<file path="config.mk">
export PLATFORM = sky130hd
export DESIGN_NAME = relay_switch_sequencer
export DESIGN_NICKNAME = d
export VERILOG_FILES = /design/src/rtl/relay_switch_sequencer_pkg.sv /design/src/rtl/relay_dwell_timer.sv /design/src/rtl/relay_switch_sequencer.sv
export SDC_FILE = /design/constraint.sdc
export NUM_CORES = 1
export LEC_CHECK = 0
export CORE_ASPECT_RATIO = 0.5
export CORE_MARGIN = 8
export CORE_UTILIZATION = 42
export CTS_CLUSTER_SIZE = 24
export DETAILED_ROUTE_END_ITERATION = 8
export PLACE_DENSITY = 0.7
export RECOVER_POWER = 25
export SYNTH_ARGS = -nofsm -noshare
export SYNTH_HDL_FRONTEND = slang
export SYNTH_SLANG_ARGS = --single-unit
export TNS_END_PERCENT = 5
</file>
<file path="constraint.sdc">
create_clock -name clk -period 2.5 [get_ports clk]
set_input_delay 0.5 -clock clk [delete_from_list [all_inputs] [get_ports clk]]
set_output_delay 0.5 -clock clk [all_outputs]
set_load 0.01 [all_outputs]
</file>
<file path="src/rtl/relay_switch_sequencer_pkg.sv">
// Shared definitions for the relay switch sequencer: state encoding, selection codes
// and the relay one-hot decode.
package relay_switch_sequencer_pkg;

    localparam int unsigned NUM_RELAYS = 3;
    localparam logic [1:0]  SEL_NONE   = 2'd3;

    // 4-bit state codes, same width as the main supervisory FSM
    localparam logic [3:0] ST_IDLE  = 4'd0;
    localparam logic [3:0] ST_BREAK = 4'd1;
    localparam logic [3:0] ST_MAKE  = 4'd2;
    localparam logic [3:0] ST_CHECK = 4'd3;
    localparam logic [3:0] ST_FAULT = 4'd4;

    typedef enum logic [3:0] {
        StIdle  = ST_IDLE,
        StBreak = ST_BREAK,
        StMake  = ST_MAKE,
        StCheck = ST_CHECK,
        StFault = ST_FAULT
    } seq_state_e;

    function automatic logic [NUM_RELAYS-1:0] sel_onehot(input logic [1:0] sel);
        logic [NUM_RELAYS-1:0] oh;
        case (sel)
            2'd0:    oh = 3'b001;
            2'd1:    oh = 3'b010;
            2'd2:    oh = 3'b100;
            default: oh = 3'b000;
        endcase
        return oh;
    endfunction

endpackage

</file>
<file path="src/rtl/relay_dwell_timer.sv">
// Loadable down-counter used for both the dead-time and settle-time dwells.
// expired is high whenever the count has reached zero.
module relay_dwell_timer
    import relay_switch_sequencer_pkg::*;
#(
    parameter int unsigned CNT_W = 16
) (
    input  logic             clk,
    input  logic             rst,
    input  logic             load,
    input  logic [CNT_W-1:0] load_val,
    output logic             expired
);

    logic [CNT_W-1:0] count_q;

    always_ff @(posedge clk) begin
        if (rst) begin
            count_q <= '0;
        end else if (load) begin
            count_q <= load_val;
        end else if (count_q != '0) begin
            count_q <= count_q - CNT_W'(1);
        end
    end

    assign expired = (count_q == '0);

endmodule

</file>
<file path="src/rtl/relay_switch_sequencer.sv">
// Break-before-make sequencer for three source relays with dead and settle dwells.
// Optional contact feedback check enabled by defining RELAY_FB_CHECK_EN.
module relay_switch_sequencer
    import relay_switch_sequencer_pkg::*;
#(
    parameter int unsigned DEAD_CYCLES   = 50000,
    parameter int unsigned SETTLE_CYCLES = 500000
) (
    input  logic                  clk,
    input  logic                  rst,
    input  logic                  req_valid,
    input  logic [1:0]            req_sel,
    output logic                  req_ready,
    output logic [NUM_RELAYS-1:0] relay_en,
    output logic [1:0]            active_sel,
    output logic                  busy,
    output logic                  done,
    input  logic [NUM_RELAYS-1:0] relay_fb,
    output logic                  fault,
    input  logic                  fault_clr
);

    localparam int unsigned MAX_CYCLES =
        (DEAD_CYCLES > SETTLE_CYCLES) ? DEAD_CYCLES : SETTLE_CYCLES;
    localparam int unsigned CNT_W = $clog2(MAX_CYCLES + 1);

    localparam logic [CNT_W-1:0] DEAD_LOAD   = CNT_W'(DEAD_CYCLES - 1);
    localparam logic [CNT_W-1:0] SETTLE_LOAD = CNT_W'(SETTLE_CYCLES - 1);
    // Switching off completes one cycle earlier, so its dwell is one count shorter
    localparam logic [CNT_W-1:0] OFF_LOAD    =
        CNT_W'((DEAD_CYCLES >= 2) ? DEAD_CYCLES - 2 : 0);

    seq_state_e            state_q, state_d;
    logic [NUM_RELAYS-1:0] relay_en_q, relay_en_d;
    logic [1:0]            active_q, active_d;
    logic [1:0]            target_q, target_d;
    logic                  done_q, done_d;
    logic                  tmr_load;
    logic [CNT_W-1:0]      tmr_val;
    logic                  tmr_expired;

    relay_dwell_timer #(
        .CNT_W (CNT_W)
    ) u_timer (
        .clk      (clk),
        .rst      (rst),
        .load     (tmr_load),
        .load_val (tmr_val),
        .expired  (tmr_expired)
    );

`ifdef RELAY_FB_CHECK_EN
    logic fault_q, fault_d;
`endif

    always_ff @(posedge clk) begin
        if (rst) begin
            state_q    <= StIdle;
            relay_en_q <= '0;
            active_q   <= SEL_NONE;
            target_q   <= SEL_NONE;
            done_q     <= 1'b0;
`ifdef RELAY_FB_CHECK_EN
            fault_q    <= 1'b0;
`endif
        end else begin
            state_q    <= state_d;
            relay_en_q <= relay_en_d;
            active_q   <= active_d;
            target_q   <= target_d;
            done_q     <= done_d;
`ifdef RELAY_FB_CHECK_EN
            fault_q    <= fault_d;
`endif
        end
    end

    always_comb begin
        state_d    = state_q;
        relay_en_d = relay_en_q;
        active_d   = active_q;
        target_d   = target_q;
        done_d     = 1'b0;
        tmr_load   = 1'b0;
        tmr_val    = DEAD_LOAD;
`ifdef RELAY_FB_CHECK_EN
        fault_d    = fault_q;
`endif
        unique case (state_q)
            StIdle: begin
                if (req_valid) begin
                    if (req_sel == active_q) begin
                        done_d = 1'b1;
                    end else begin
                        target_d   = req_sel;
                        relay_en_d = '0;
                        active_d   = SEL_NONE;
                        if (req_sel == SEL_NONE && DEAD_CYCLES == 1) begin
                            done_d = 1'b1;
                        end else begin
                            state_d  = StBreak;
                            tmr_load = 1'b1;
                            tmr_val  = (req_sel == SEL_NONE) ? OFF_LOAD : DEAD_LOAD;
                        end
                    end
                end
            end
            StBreak: begin
                if (tmr_expired) begin
                    if (target_q == SEL_NONE) begin
                        state_d = StIdle;
                        done_d  = 1'b1;
                    end else begin
                        state_d    = StMake;
                        relay_en_d = sel_onehot(target_q);
                        tmr_load   = 1'b1;
                        tmr_val    = SETTLE_LOAD;
                    end
                end
            end
            StMake: begin
                if (tmr_expired) begin
`ifdef RELAY_FB_CHECK_EN
                    state_d  = StCheck;
`else
                    state_d  = StIdle;
                    active_d = target_q;
                    done_d   = 1'b1;
`endif
                end
            end
`ifdef RELAY_FB_CHECK_EN
            StCheck: begin
                if (relay_fb == relay_en_q) begin
                    state_d  = StIdle;
                    active_d = target_q;
                    done_d   = 1'b1;
                end else begin
                    state_d    = StFault;
                    relay_en_d = '0;
                    active_d   = SEL_NONE;
                    fault_d    = 1'b1;
                end
            end
            StFault: begin
                if (fault_clr) begin
                    state_d = StIdle;
                    fault_d = 1'b0;
                end
            end
`endif
            default: begin
                state_d    = StIdle;
                relay_en_d = '0;
                active_d   = SEL_NONE;
            end
        endcase
    end

    assign req_ready  = (state_q == StIdle);
    assign busy       = (state_q != StIdle);
    assign relay_en   = relay_en_q;
    assign active_sel = active_q;
    assign done       = done_q;

`ifdef RELAY_FB_CHECK_EN
    assign fault = fault_q;
`else
    assign fault = 1'b0;
    logic unused_fb;
    assign unused_fb = ^{relay_fb, fault_clr};
`endif

endmodule

</file>
Word level (Yosys, flattened, before mapping)
Cells that the tools add are included.
Word-level totals
  logic and storage cells: 67
  output and inout port bits: 9
  register bits after elaboration: 31
  input bits: 9
Operators by class
  reduce and logical (&&, ||, !) cells: 10
  add/subtract/negate cells: 1
  bitwise gates (word level): 3
  equality and inequality tests: 12
  multiplexer cells: 35
Operators by type and width (count)
  2-to-1 mux 19 bit: 4
  one-hot mux 19 bit (2 select lines): 1
  zero test 19 bit: 1
  nonzero test 19 bit: 1
  subtractor 19 x 1 -> 19 bit (second input constant): 1
  one-hot mux 3 bit (3 select lines): 2
  2-to-1 mux 4 bit: 4
  2-to-1 mux 1 bit: 12
  2-to-1 mux 3 bit: 4
  one-hot mux 4 bit (3 select lines): 1
  != test 2 bit (second input constant): 5
  2-to-1 mux 2 bit: 4
  AND reduction 4 bit: 2
  == test 2 bit (second input constant): 3
  one-hot mux 2 bit (3 select lines): 1
  AND reduction 5 bit: 1
  == test 4 x 1 -> 1 bit (second input constant): 1
  == test 4 x 2 -> 1 bit (second input constant): 1
  zero test 4 bit: 1
  nonzero test 4 bit: 1
  inverter 1 bit: 3
  one-hot mux 1 bit (3 select lines): 1
  AND reduction 3 bit: 1
  == test 2 x 1 -> 1 bit (second input constant): 1
  other kinds (4): 4

Depth between registers and ports, before layout
  depth in word-level cells: 6
  depth in mapped cells: 9
  mapped depth without buffers: 7

Hierarchy
A second synthesis with hierarchy kept.
Second synthesis, totals
  cells, all modules: 196
  area total of the unflattened synthesis: 1606.5 um^2
Modules (own cells, without submodules)
  relay_dwell_timer: sequential area each 380.4 um^2, times used 1, area an instance 1104.8 um^2, cells an instance 138
  relay_switch_sequencer: sequential area each 200.2 um^2, times used 1, area an instance 501.7 um^2, cells an instance 58

Worst setup path before layout
OpenSTA, ideal clock, no wires.
  kind: register to register
  start: register u_timer.count_q[0]
  end: register u_timer.count_q[9]
  data required time: 2.367 ns
  arrival time: 1.690 ns
  path slack: 0.677 ns
  clock period less this slack: 1.823 ns
  buffers on the path: 2
  stages on the path, launching flop included: 10
  setup time: 0.133 ns
  path through: dfxtp_1 -> inv_1 -> ha_1 -> nor3b_1 -> and4_1 -> buf_6 -> buf_4 -> nor4_1 -> xnor2_1 -> a21oi_1
On the way
  word-level cells in the longest chain between the ends: 4
  elaborated cells on any way between the ends: 10
  classes of those cells: add/sub: 1; mux: 6; reduce/logical: 3
RTL lines
  from (decl): RTL line relay_dwell_timer.sv:15  | logic [CNT_W-1:0] count_q;
  from (signal assigned): RTL line relay_dwell_timer.sv:21  | count_q <= load_val;
  from (signal assigned): RTL line relay_dwell_timer.sv:23  | count_q <= count_q - CNT_W'(1);
  branches (longest 4 deep; another with subtractor 19 x 1 -> 19 bit)
Several ways; the timed one is not identified. The select of a mux whose other input is x is not followed.
A chain may end at the register's enable or synchronous reset.

Worst setup path after layout
  start: register u_timer.count_q[10]
  end: register u_timer.count_q[18]
Same word-level chain as after synthesis.

==> impl_metrics.tcl <==
set metrics [dict create \
    status "complete, no violations" \
    hold_violations 0 \
    hold_buffers 0 \
    final_nets 199 \
    grt_use_met2_pct 20.6 \
    cp.arrival_ns 2.38 \
    rsz0062_at_grt "no" \
    finalNonFillerCells 240 \
    setup_viol 0 \
    io_pins 18 \
    pre_cts_ws_ns 0.300 \
    path_cells "nor4_4 > and4_1 > nand2_2 > and3b_1 > o2bb2ai_1" \
    die_w_um 102 \
    coreArea_um2 3490 \
    die_h_um 59.0 \
    antenna_left 0 \
    final_common_cell "dfxtp_1" \
    routed_wl_um 3320 \
    grt_pass1_vias 1279 \
    wl_per_cell_um 13.8 \
    synthCells 174 \
    synthArstFlopShare_pct 0 \
    worstRegToRegCells 5 \
    combPwrFrac_pct 29.0 \
    rows 15 \
    start_util_pct 44.5 \
    grt_antenna_before_repair 0 \
    synth_compound_area_share_pct 17.2 \
    synth_top_family_by_area "simple AND/OR/NAND/NOR gates" \
    clockBufferDepth 2 \
    post_cts_buffers 0 \
    hp-start "relay_en[1]" \
    vias_per_cell 5.53 \
    synth_xor_area_share_pct 7.90 \
    cts-root-buf "clkbuf_8" \
    globalRouteTotalUtil_pct 12.4 \
    min_to "relay_en[1]" \
    grt_use_met1_pct 14.4 \
    clkSinkCount 29 \
    clkLatencyLatePin_ns 0.28 \
    p_switching_w 0.000474 \
    drive_above_1_share_pct 11.6 \
    synth_edf_count 0 \
    dieArea_um2 6020 \
    grt_max_degree 20 \
    vias 1326 \
    synth_fa_ha_area_share_pct 1.61 \
    max-cap-violations 0 \
    critPathTopFamily "simple AND/OR/NAND/NOR gates" \
    cp_num_buf_inv 0 \
    post-route-min-period_ns 2.21 \
    reg2reg_slack_ns 0.29 \
    ys_seq_area_share_pct 37.4 \
    drv_slew 0 \
    syn_to_final_growth_pct 16.4 \
    synth.yosys.warnings 0 \
    leakage_nw 0.681 \
    max_slew_margin_pct 62.8 \
    r2r-start "u_timer.count_q[10]" \
    worstSetupPathType "register to register" \
    clk_pin_slew_ns 0.06 \
    max_stage_delay_ns 0.62 \
    final_cell_mix "dfxtp_1 (29), nor2_1 (17), a21oi_1 (14)" \
    antennaDiodeCount 0 \
    tns_ns 0 \
    p_int_w 0.000950 \
    hpwl_um 2390 \
    syn_area_per_cell_um2 8.92 \
    worstPathRequired_ns 2.67 \
    hold_class "register to register" \
    syn_nets 185 \
    end_kind "register" \
    power_frac_seq_pct 41.2 \
    fmax_mhz 452 \
    cts_buffers 5 \
    grt_pass1_wl_um 5780 \
    fin_skew_ns 0.00308 \
    gr-total-overflow 0 \
    p_per_area_nw_per_um2 788 \
    ys_ff_latch 29 \
    ys_types 50 \
    ys.flop_type "dfxtp_1" \
    cts_tree "done" \
    startpoint_type "register" \
    netlist_area_um2 1550 \
    p_sw_share_pct 33.3 \
    drt-initial-drc-count 53 \
    muxShareOfSynthArea_pct 1.37 \
    fin_crit_sh_pct 88.5 \
    irDropWorstVdd_v 0.000297 \
    use_met3_pct 2.81 \
    drc_errors 0 \
    io_buffers 12 \
    grt.busiest_layer "met2" \
    hold_path_depth 2 \
    drt_first_pass_iters 4 \
    place.gp.congestion 0.830 \
    tightest_slew_ns 0.559 \
    h-tree-depth 2 \
    synth-simple-area-share_pct 29.3 \
    cp_max_fo 14 \
    critical-path-slowest-cell "and4_1" \
    setup_ws_ns 0.287 \
    reg2reg_to "u_timer.count_q[18]" \
    clkPwrFrac_pct 29.9 \
    ctsResizeCount 0 \
    dp_cells 232 \
]
[layer usage]
layer,wire (um),part of all wire [%]
met1,1580,48
met2,1580,47
met3,97,2.9
met4,65,2.0
met5,0,0
[through the flow]
stage | utilization [%] | total power, W | hold WS [ns] | cell area (um^2)
5_1_grt | 51.8 | 0.00151 | 0.513 | 1810
3_5_place_dp | 49.0 | 0.00101 | 0.470 | 1710
2_1_floorplan | - | 0.000924 | 0.466 | 1550
4_1_cts | 51.9 | 0.00144 | 0.479 | 1810
6_report | 51.8 | 0.00142 | 0.469 | 1810
3_3_place_gp | 49.0 | 0.000994 | 0.458 | 1710
[cell families (layout without fill, tap and decap cells)]
family | count (synthesis) | count (layout)
other cells | 1 | 1
xor+xnor | 14 | 14
fa+ha+maj | 2 | 2
simple gates | 72 | 72
mux | 2 | 2
compound gates | 40 | 40
buf+inv | 14 | 29
flops | 29 | 29
[registers in the layout (all words and copies together), names as in the netlist]
name / cells
active_sel: 2
done: 1
relay_en: 3
state_q: 2
target_q: 2
u_timer.count_q: 19
[power by group through the flow]
stage	Clock [W]	Sequential [W]	Combinational, W
2_1_floorplan	0	0.000579	0.000344
3_3_place_gp	0	0.000591	0.000403
3_5_place_dp	0	0.000595	0.000411
4_1_cts	0.000437	0.000585	0.000415
5_1_grt	0.000455	0.000593	0.000460
6_report	0.000425	0.000586	0.000412
[worst min-delay path, stage by stage (launching register included)]
cell      delay [ns]
dfxtp_1         0.31
nand2b_1        0.06
a21oi_1         0.05
[how the worst max path moves through the flow]
stage	slack (ns)	endpoint	cells past startpoint	startpoint
global placement	0.32	u_timer.count_q[13]	5	u_timer.count_q[10]
detailed placement	0.30	u_timer.count_q[18]	5	u_timer.count_q[10]
finish	0.29	u_timer.count_q[18]	5	u_timer.count_q[10]
CTS	0.30	u_timer.count_q[18]	5	u_timer.count_q[10]
global route	0.14	u_timer.count_q[17]	5	u_timer.count_q[10]
floorplan	0.68	u_timer.count_q[9]	9	u_timer.count_q[0]
[cells in the mapped netlist, drive strengths merged (2+ instances only)]
cell type,count,area (um^2)
or3,3,18.8
o31a,2,17.5
nand3,3,15.0
nand4,4,40.0
a211oi,2,20.0
a31oi,4,25.0
o21ai,4,20.0
nor4b,5,50.0
dfxtp,29,581
nor2,17,63.8
nor3,6,40.0
inv,5,18.8
nand2,10,40.0
buf,6,46.3
nor4,4,40.0
and2,2,15.0
xor2,6,52.6
o2bb2ai,4,35.0
o211ai,3,22.5
a21oi,14,70.1
nand2b,6,37.5
nand3b,3,22.5
a211o,2,17.5
o31ai,2,15.0
nand4b,3,26.3
xnor2,8,70.1
ha,2,25.0
clkbuf,3,11.3
[layout make-up]
cell class                 instances  area [um^2]
timing repair buffer              16          146
sequential                        29          581
fill                             342         1680
tap                               51         63.8
clock inverter                     1         5.00
clock buffer                       7         96.3
multi-input combinational        131          896
inverter                           5         18.8
Note: power is estimated with default switching activity, not from simulation.
